[src/rtl/uart_tx_drain.sv]
// UART transmitter that pops bytes from an upstream byte FIFO and serialises them
// as start / 8 data (LSB first) / optional parity / stop frames on a registered txd.
module uart_tx_drain #(
  parameter int CLKS_PER_BIT = 434,
  parameter int STOP_BITS    = 1,
  parameter int PARITY       = 0
) (
  input  logic       clock,
  input  logic       reset,
  input  logic       enable,
  input  logic [7:0] fByte,
  input  logic       fEmpty,
  output logic       fPop,
  output logic       txd,
  output logic       busy
);

  localparam int              CW        = $clog2(CLKS_PER_BIT);
  localparam logic [CW-1:0]   CNT_LAST  = CW'(CLKS_PER_BIT - 1);
  localparam logic [2:0]      STOP_LAST = 3'(STOP_BITS - 1);

  typedef enum logic [2:0] {
    ST_IDLE,
    ST_FETCH,
    ST_LOAD,
    ST_START,
    ST_DATA,
    ST_PARITY,
    ST_STOP
  } state_t;

  state_t        state, state_d;
  logic [CW-1:0] cnt, cnt_d;
  logic [2:0]    idx, idx_d;
  logic [7:0]    shift, shift_d;
  logic          par, par_d;
  logic          txd_d;
  logic          bit_end;
  logic          start_ok;

  assign bit_end  = (cnt == CNT_LAST);
  assign start_ok = enable && !fEmpty;

  always_ff @(posedge clock) begin
    if (reset) begin
      state <= ST_IDLE;
      cnt   <= '0;
      idx   <= '0;
      shift <= '0;
      par   <= 1'b0;
      txd   <= 1'b1;
    end else begin
      state <= state_d;
      cnt   <= cnt_d;
      idx   <= idx_d;
      shift <= shift_d;
      par   <= par_d;
      txd   <= txd_d;
    end
  end

  always_comb begin
    state_d = state;
    cnt_d   = cnt;
    idx_d   = idx;
    shift_d = shift;
    par_d   = par;

    case (state)
      ST_IDLE: begin
        if (start_ok) state_d = ST_FETCH;
      end

      ST_FETCH: begin
        state_d = ST_LOAD;
      end

      ST_LOAD: begin
        shift_d = fByte;
        par_d   = (PARITY == 2) ? ~^fByte : ^fByte;
        cnt_d   = '0;
        idx_d   = '0;
        state_d = ST_START;
      end

      ST_START: begin
        if (bit_end) begin
          cnt_d   = '0;
          state_d = ST_DATA;
        end else begin
          cnt_d = cnt + CW'(1);
        end
      end

      ST_DATA: begin
        if (bit_end) begin
          cnt_d   = '0;
          shift_d = {1'b0, shift[7:1]};
          if (idx == 3'd7) begin
            idx_d   = '0;
            state_d = (PARITY != 0) ? ST_PARITY : ST_STOP;
          end else begin
            idx_d = idx + 3'd1;
          end
        end else begin
          cnt_d = cnt + CW'(1);
        end
      end

      ST_PARITY: begin
        if (bit_end) begin
          cnt_d   = '0;
          state_d = ST_STOP;
        end else begin
          cnt_d = cnt + CW'(1);
        end
      end

      ST_STOP: begin
        // idx counts stop bits here; FIFO is re-checked only on the final stop cycle
        if (bit_end) begin
          cnt_d = '0;
          if (idx == STOP_LAST) begin
            idx_d   = '0;
            state_d = start_ok ? ST_FETCH : ST_IDLE;
          end else begin
            idx_d = idx + 3'd1;
          end
        end else begin
          cnt_d = cnt + CW'(1);
        end
      end

      default: begin
        state_d = ST_IDLE;
      end
    endcase

    // txd is registered from the next state so the line changes exactly on bit boundaries
    case (state_d)
      ST_START:  txd_d = 1'b0;
      ST_DATA:   txd_d = shift_d[0];
      ST_PARITY: txd_d = par_d;
      default:   txd_d = 1'b1;
    endcase
  end

  assign fPop = (state == ST_FETCH);
  assign busy = (state != ST_IDLE);

endmodule

[config.mk]
export PLATFORM = sky130hd
export DESIGN_NAME = uart_tx_drain
export DESIGN_NICKNAME = d
export VERILOG_FILES = /design/src/rtl/uart_tx_drain.sv
export SDC_FILE = /design/constraint.sdc
export NUM_CORES = 1
export LEC_CHECK = 0
export ABC_AREA = 1
export ABC_CLOCK_PERIOD_IN_PS = 4450
export CELL_PAD_IN_SITES_DETAIL_PLACEMENT = 0
export CELL_PAD_IN_SITES_GLOBAL_PLACEMENT = 1
export CORE_MARGIN = 2
export CORE_UTILIZATION = 40
export CTS_BUF_LIST = sky130_fd_sc_hd__clkbuf_8 sky130_fd_sc_hd__clkbuf_16
export DETAILED_ROUTE_END_ITERATION = 10
export GPL_ROUTABILITY_DRIVEN = 0
export GPL_TIMING_DRIVEN = 0
export PLACE_DENSITY = 0.86
export SLEW_MARGIN = 15
export SYNTH_ARGS = -nofsm -noshare
export SYNTH_HDL_FRONTEND = slang
export SYNTH_SLANG_ARGS = --single-unit
[constraint.sdc]
create_clock -name clock -period 4.45 [get_ports clock]
set_clock_uncertainty 0.15 [all_clocks]
set_input_delay 0.6675 -clock clock [delete_from_list [all_inputs] [get_ports clock]]
set_output_delay 0.6675 -clock clock [all_outputs]
set_load 0.02 [all_outputs]
Word level (Yosys, flattened, before mapping)
Cells that the tools add are included.
{"block": "op_classes", "mux": 20, "n_reduce_logical": 12, "n_eq_ne": 13, "add_sub_neg": 2}
{"cell": "2-to-1 mux 3 bit", "count": 11}
{"cell": "case mux 3 bit (7 select lines)", "count": 1}
{"cell": "== test 3 bit (second input constant)", "count": 6}
{"cell": "case mux 9 bit (2 select lines)", "count": 1}
{"cell": "case mux 8 bit (2 select lines)", "count": 1}
{"cell": "adder 9 x 1 -> 9 bit (second input constant)", "count": 1}
{"cell": "== test 3 x 2 -> 1 bit (second input constant)", "count": 3}
{"cell": "== test 9 bit (second input constant)", "count": 1}
{"cell": "2-to-1 mux 9 bit", "count": 1}
{"cell": "case mux 3 bit (3 select lines)", "count": 1}
{"cell": "2-to-1 mux 8 bit", "count": 1}
{"cell": "parity 8 bit", "count": 1}
{"cell": "zero test 3 bit", "count": 2}
{"cell": "nonzero test 3 bit", "count": 2}
{"cell": "!= test 2 bit (second input constant)", "count": 2}
{"cell": "nonzero test 2 bit", "count": 2}
{"cell": "OR reduction 4 bit", "count": 1}
{"cell": "adder 3 x 1 -> 3 bit (second input constant)", "count": 1}
{"cell": "== test 3 x 1 -> 1 bit (second input constant)", "count": 1}
{"cell": "case mux 1 bit (3 select lines)", "count": 1}
{"cell": "AND reduction 3 bit", "count": 1}
{"cell": "2-to-1 mux 1 bit", "count": 2}
{"cell": "AND reduction 2 bit", "count": 1}
{"cell": "logical AND 1 bit", "count": 1}
{"cell": "zero test 1 bit", "count": 1}
{"block": "word_totals", "register_bits": 25, "output_inout_bits": 3, "in_bits": 12, "wordCells": 54}

Logic depth before layout (Yosys ltp)
{"block": "logic_depth", "word_depth": 8, "depth_mapped": 14}

Least setup slack after synthesis
OpenSTA, ideal clock, no wires.
{"block": "synth_path", "path_kind": "reg-to-output", "start": "register state[2]", "end": "output port fPop", "path_slack_ps": 2677, "t_arrival_ps": 955, "required_ps": 3632, "path_buffers": 1, "stages_incl_launch_ff": 3, "cell_sequence": "dfxtp_1 > buf_4 > nor3_1"}
{"block": "synth_between", "elab_chain_len": 1}
{"element": "start, declared", "line": "32", "text": "state_t state, state_d;"}
{"element": "start signal, assigned", "line": "53", "text": "state <= state_d;"}
{"element": "== test 3 x 1 -> 1 bit", "line": "148", "text": "assign fPop = (state == ST_FETCH);"}
{"element": "end, declared", "line": "13", "text": "output logic fPop,"}
No other way between the ends.

Worst setup path in the final report
Same ends and word-level chain as after synthesis.

==> impl_metrics.toml <==
[final_layout]
final_nets = 310
n_antenna_cell = 0
drive_gt1_frac = 0.120
design_area_sq_mm = 0.00197
multi_input_area_sq_mm = 0.00103
seqCellArea_sq_um = 500
syn_to_final_growth_pct = 13.9
fillCellCount = 436

[synth]
yosys_register_bits = 25
syn_nets = 292
yosysSeqAreaShare = 0.289
synth_ff_type = "dfxtp_1"
synthCells = 275
yosys_warnings = 0
syn_area_per_cell_sq_um = 6.30
netlist_area_sq_mm = 0.00173
synth_edf_count = 0
synth.distinct_cells = 34
async_flop_share = 0

[sta]
final.setup.tns_ns = 0
grt_setup_unrepaired = "no"
hold_violations = 0
finalMaxSlewViolations = 0
period_share = 0.532
timing.fmax_mhz = 423
maxSlewHeadroom = 0.682
finalSetupViolCount = 0
tightest_slew_ns = 0.477
period_minus_slack_ns = 2.37

[power_and_ir_drop]
peakVddDrop_mv = 0.185
finalPower_uw = 485
powerDensity_mw_per_mm2 = 246
cellLeakagePower_uw = 0.000959

[clocking]
cts_resized = 0
cts_hold_buf = 0
clk_latency_ns = 0.28
cts_buffers = 3
clk_pin_slew_ns = 0.08
htreeDepth = 1
cts-root-buf = "clkbuf_8"
post_cts.repair.setup_buffers = 0
cts_max_path_buffers = 2
cts_tree = "done"
cts_num_sinks = 25

[global_route]
grt_use_total = 0.162
grt_pass1_vias = 1556
grt-ovfl-total = 0
antenna_found_initial = 0
grt_pass1_wl_um = 6560
grt_max_degree = 16

[floorplanning]
rows = 23
dieArea_sq_mm = 0.00487
initial_utilization = 0.424
die_y_um = 69.8
core_sq_mm = 0.00409
die_w_um = 69.8
ios = 15

[critical_path]
worstSetupPathType = "reg -> out"
cp.required_ns = 3.63
end_kind = "output port"
start_kind = "register"
crit_arrival_ns = 1.55
path_max_fanout = 9

[drt]
vias = 1628
drt-initial-drc-count = 58
postRouteAntennaNets = 0
post_drt_wl_per_cell_um = 10.3
avgViaCountPerCell = 4.76
routed_wl_um = 3520
dr.pass1.iters = 4
route.detailed.drc = 0

[place]
place_area_sq_mm = 0.00193
hpwl_um = 2880
io_buffers = 13

[outcome]
status = "finished, final reports clean"

[job]
drv_cap = 0

[hold_path]
hold_path.class = "reg -> reg"
## where the power goes
group | leakage [uW] | switching, uW | internal [uW]
logic | 0.000734 | 63.8 | 42.6
clock network | 0.0000217 | 76.1 | 63.6
registers | 0.000203 | 5.64 | 234
## area by class of cell
cell class / count / area share
Multi-Input combinational cell: 201 / 0.523
Sequential cell: 25 / 0.253
Inverter: 45 / 0.0881
Timing Repair Buffer: 13 / 0.0659
Tap cell: 50 / 0.0317
Clock buffer: 3 / 0.0209
Buffer: 4 / 0.0133
Clock inverter: 1 / 0.00380
## kinds of logic after synthesis
family          Yosys count  synth area share
buf+inv                  49             0.116
fa+ha+maj                 5            0.0361
simple gates            154             0.416
xor+xnor                  4            0.0202
flops                    25             0.289
compound gates           38             0.123
## worst max-delay path: stages (launching register included)
cell,delay (ns)
dfxtp_1,0.31
buf_4,0.17
nor3_1,0.18
clkdlybuf4s50_1,0.62
## flip-flops by register name, summed over array words and instances, names as in the netlist
register	cells
txd	1
idx	3
shift	8
par	1
state	3
cnt	9
## metrics by stage
step,setup WS (ns),util,std cells,hold slack (ns)
6_report,2.08,0.483,342,0.322
3_3_place_gp,2.21,0.471,338,0.304
4_1_cts,2.05,0.483,342,0.324
2_1_floorplan,2.68,-,275,0.291
3_5_place_dp,2.19,0.471,338,0.313
5_1_grt,1.99,0.483,342,0.343
## final timing paths
kind         slack [ns]      from       end  cells past startpoint
min                0.32  shift[7]  shift[7]                      2
max                2.08  state[2]      fPop                      3
max reg2reg        2.74    cnt[0]       txd                     12
min reg2reg        0.32  shift[7]  shift[7]                      2
## routing by layer
layer | GRT usage | vias to the layer above | wire length [um]
met4 | 0.0577 | 0 | 59
met3 | 0.0305 | 5 | 103
met5 | 0 | - | 0
li1 | - | 893 | -
met2 | 0.279 | 24 | 1650
met1 | 0.201 | 706 | 1710
## cells in the final DEF, fill, tap and decap left out, types with 5 or more instances in the layout
| master | instances |
|---|---|
| clkdlybuf4s50_1 | 13 |
| nand2_2 | 8 |
| nand2_1 | 81 |
| o21ai_0 | 12 |
| nor2_1 | 29 |
| dfxtp_1 | 25 |
| nand3_1 | 21 |
| ha_1 | 5 |
| inv_1 | 36 |
| a21oi_1 | 16 |
| inv_2 | 8 |
## cell usage after synthesis (2+ instances only)
master	instances	area (sq um)
a211oi_1	2	15.0
a21oi_1	16	80.1
clkbuf_1	2	7.51
dfxtp_1	25	500
ha_1	5	62.6
inv_1	36	135
inv_2	8	30.0
nand2_1	81	304
nand2_2	8	50.1
nand2_4	2	22.5
nand3_1	21	105
nand4_1	2	12.5
nor2_1	29	109
nor2_4	2	22.5
o21ai_0	12	60.1
o21ai_1	4	20.0
xnor2_1	3	26.3
(Power assumes the default switching activity.)
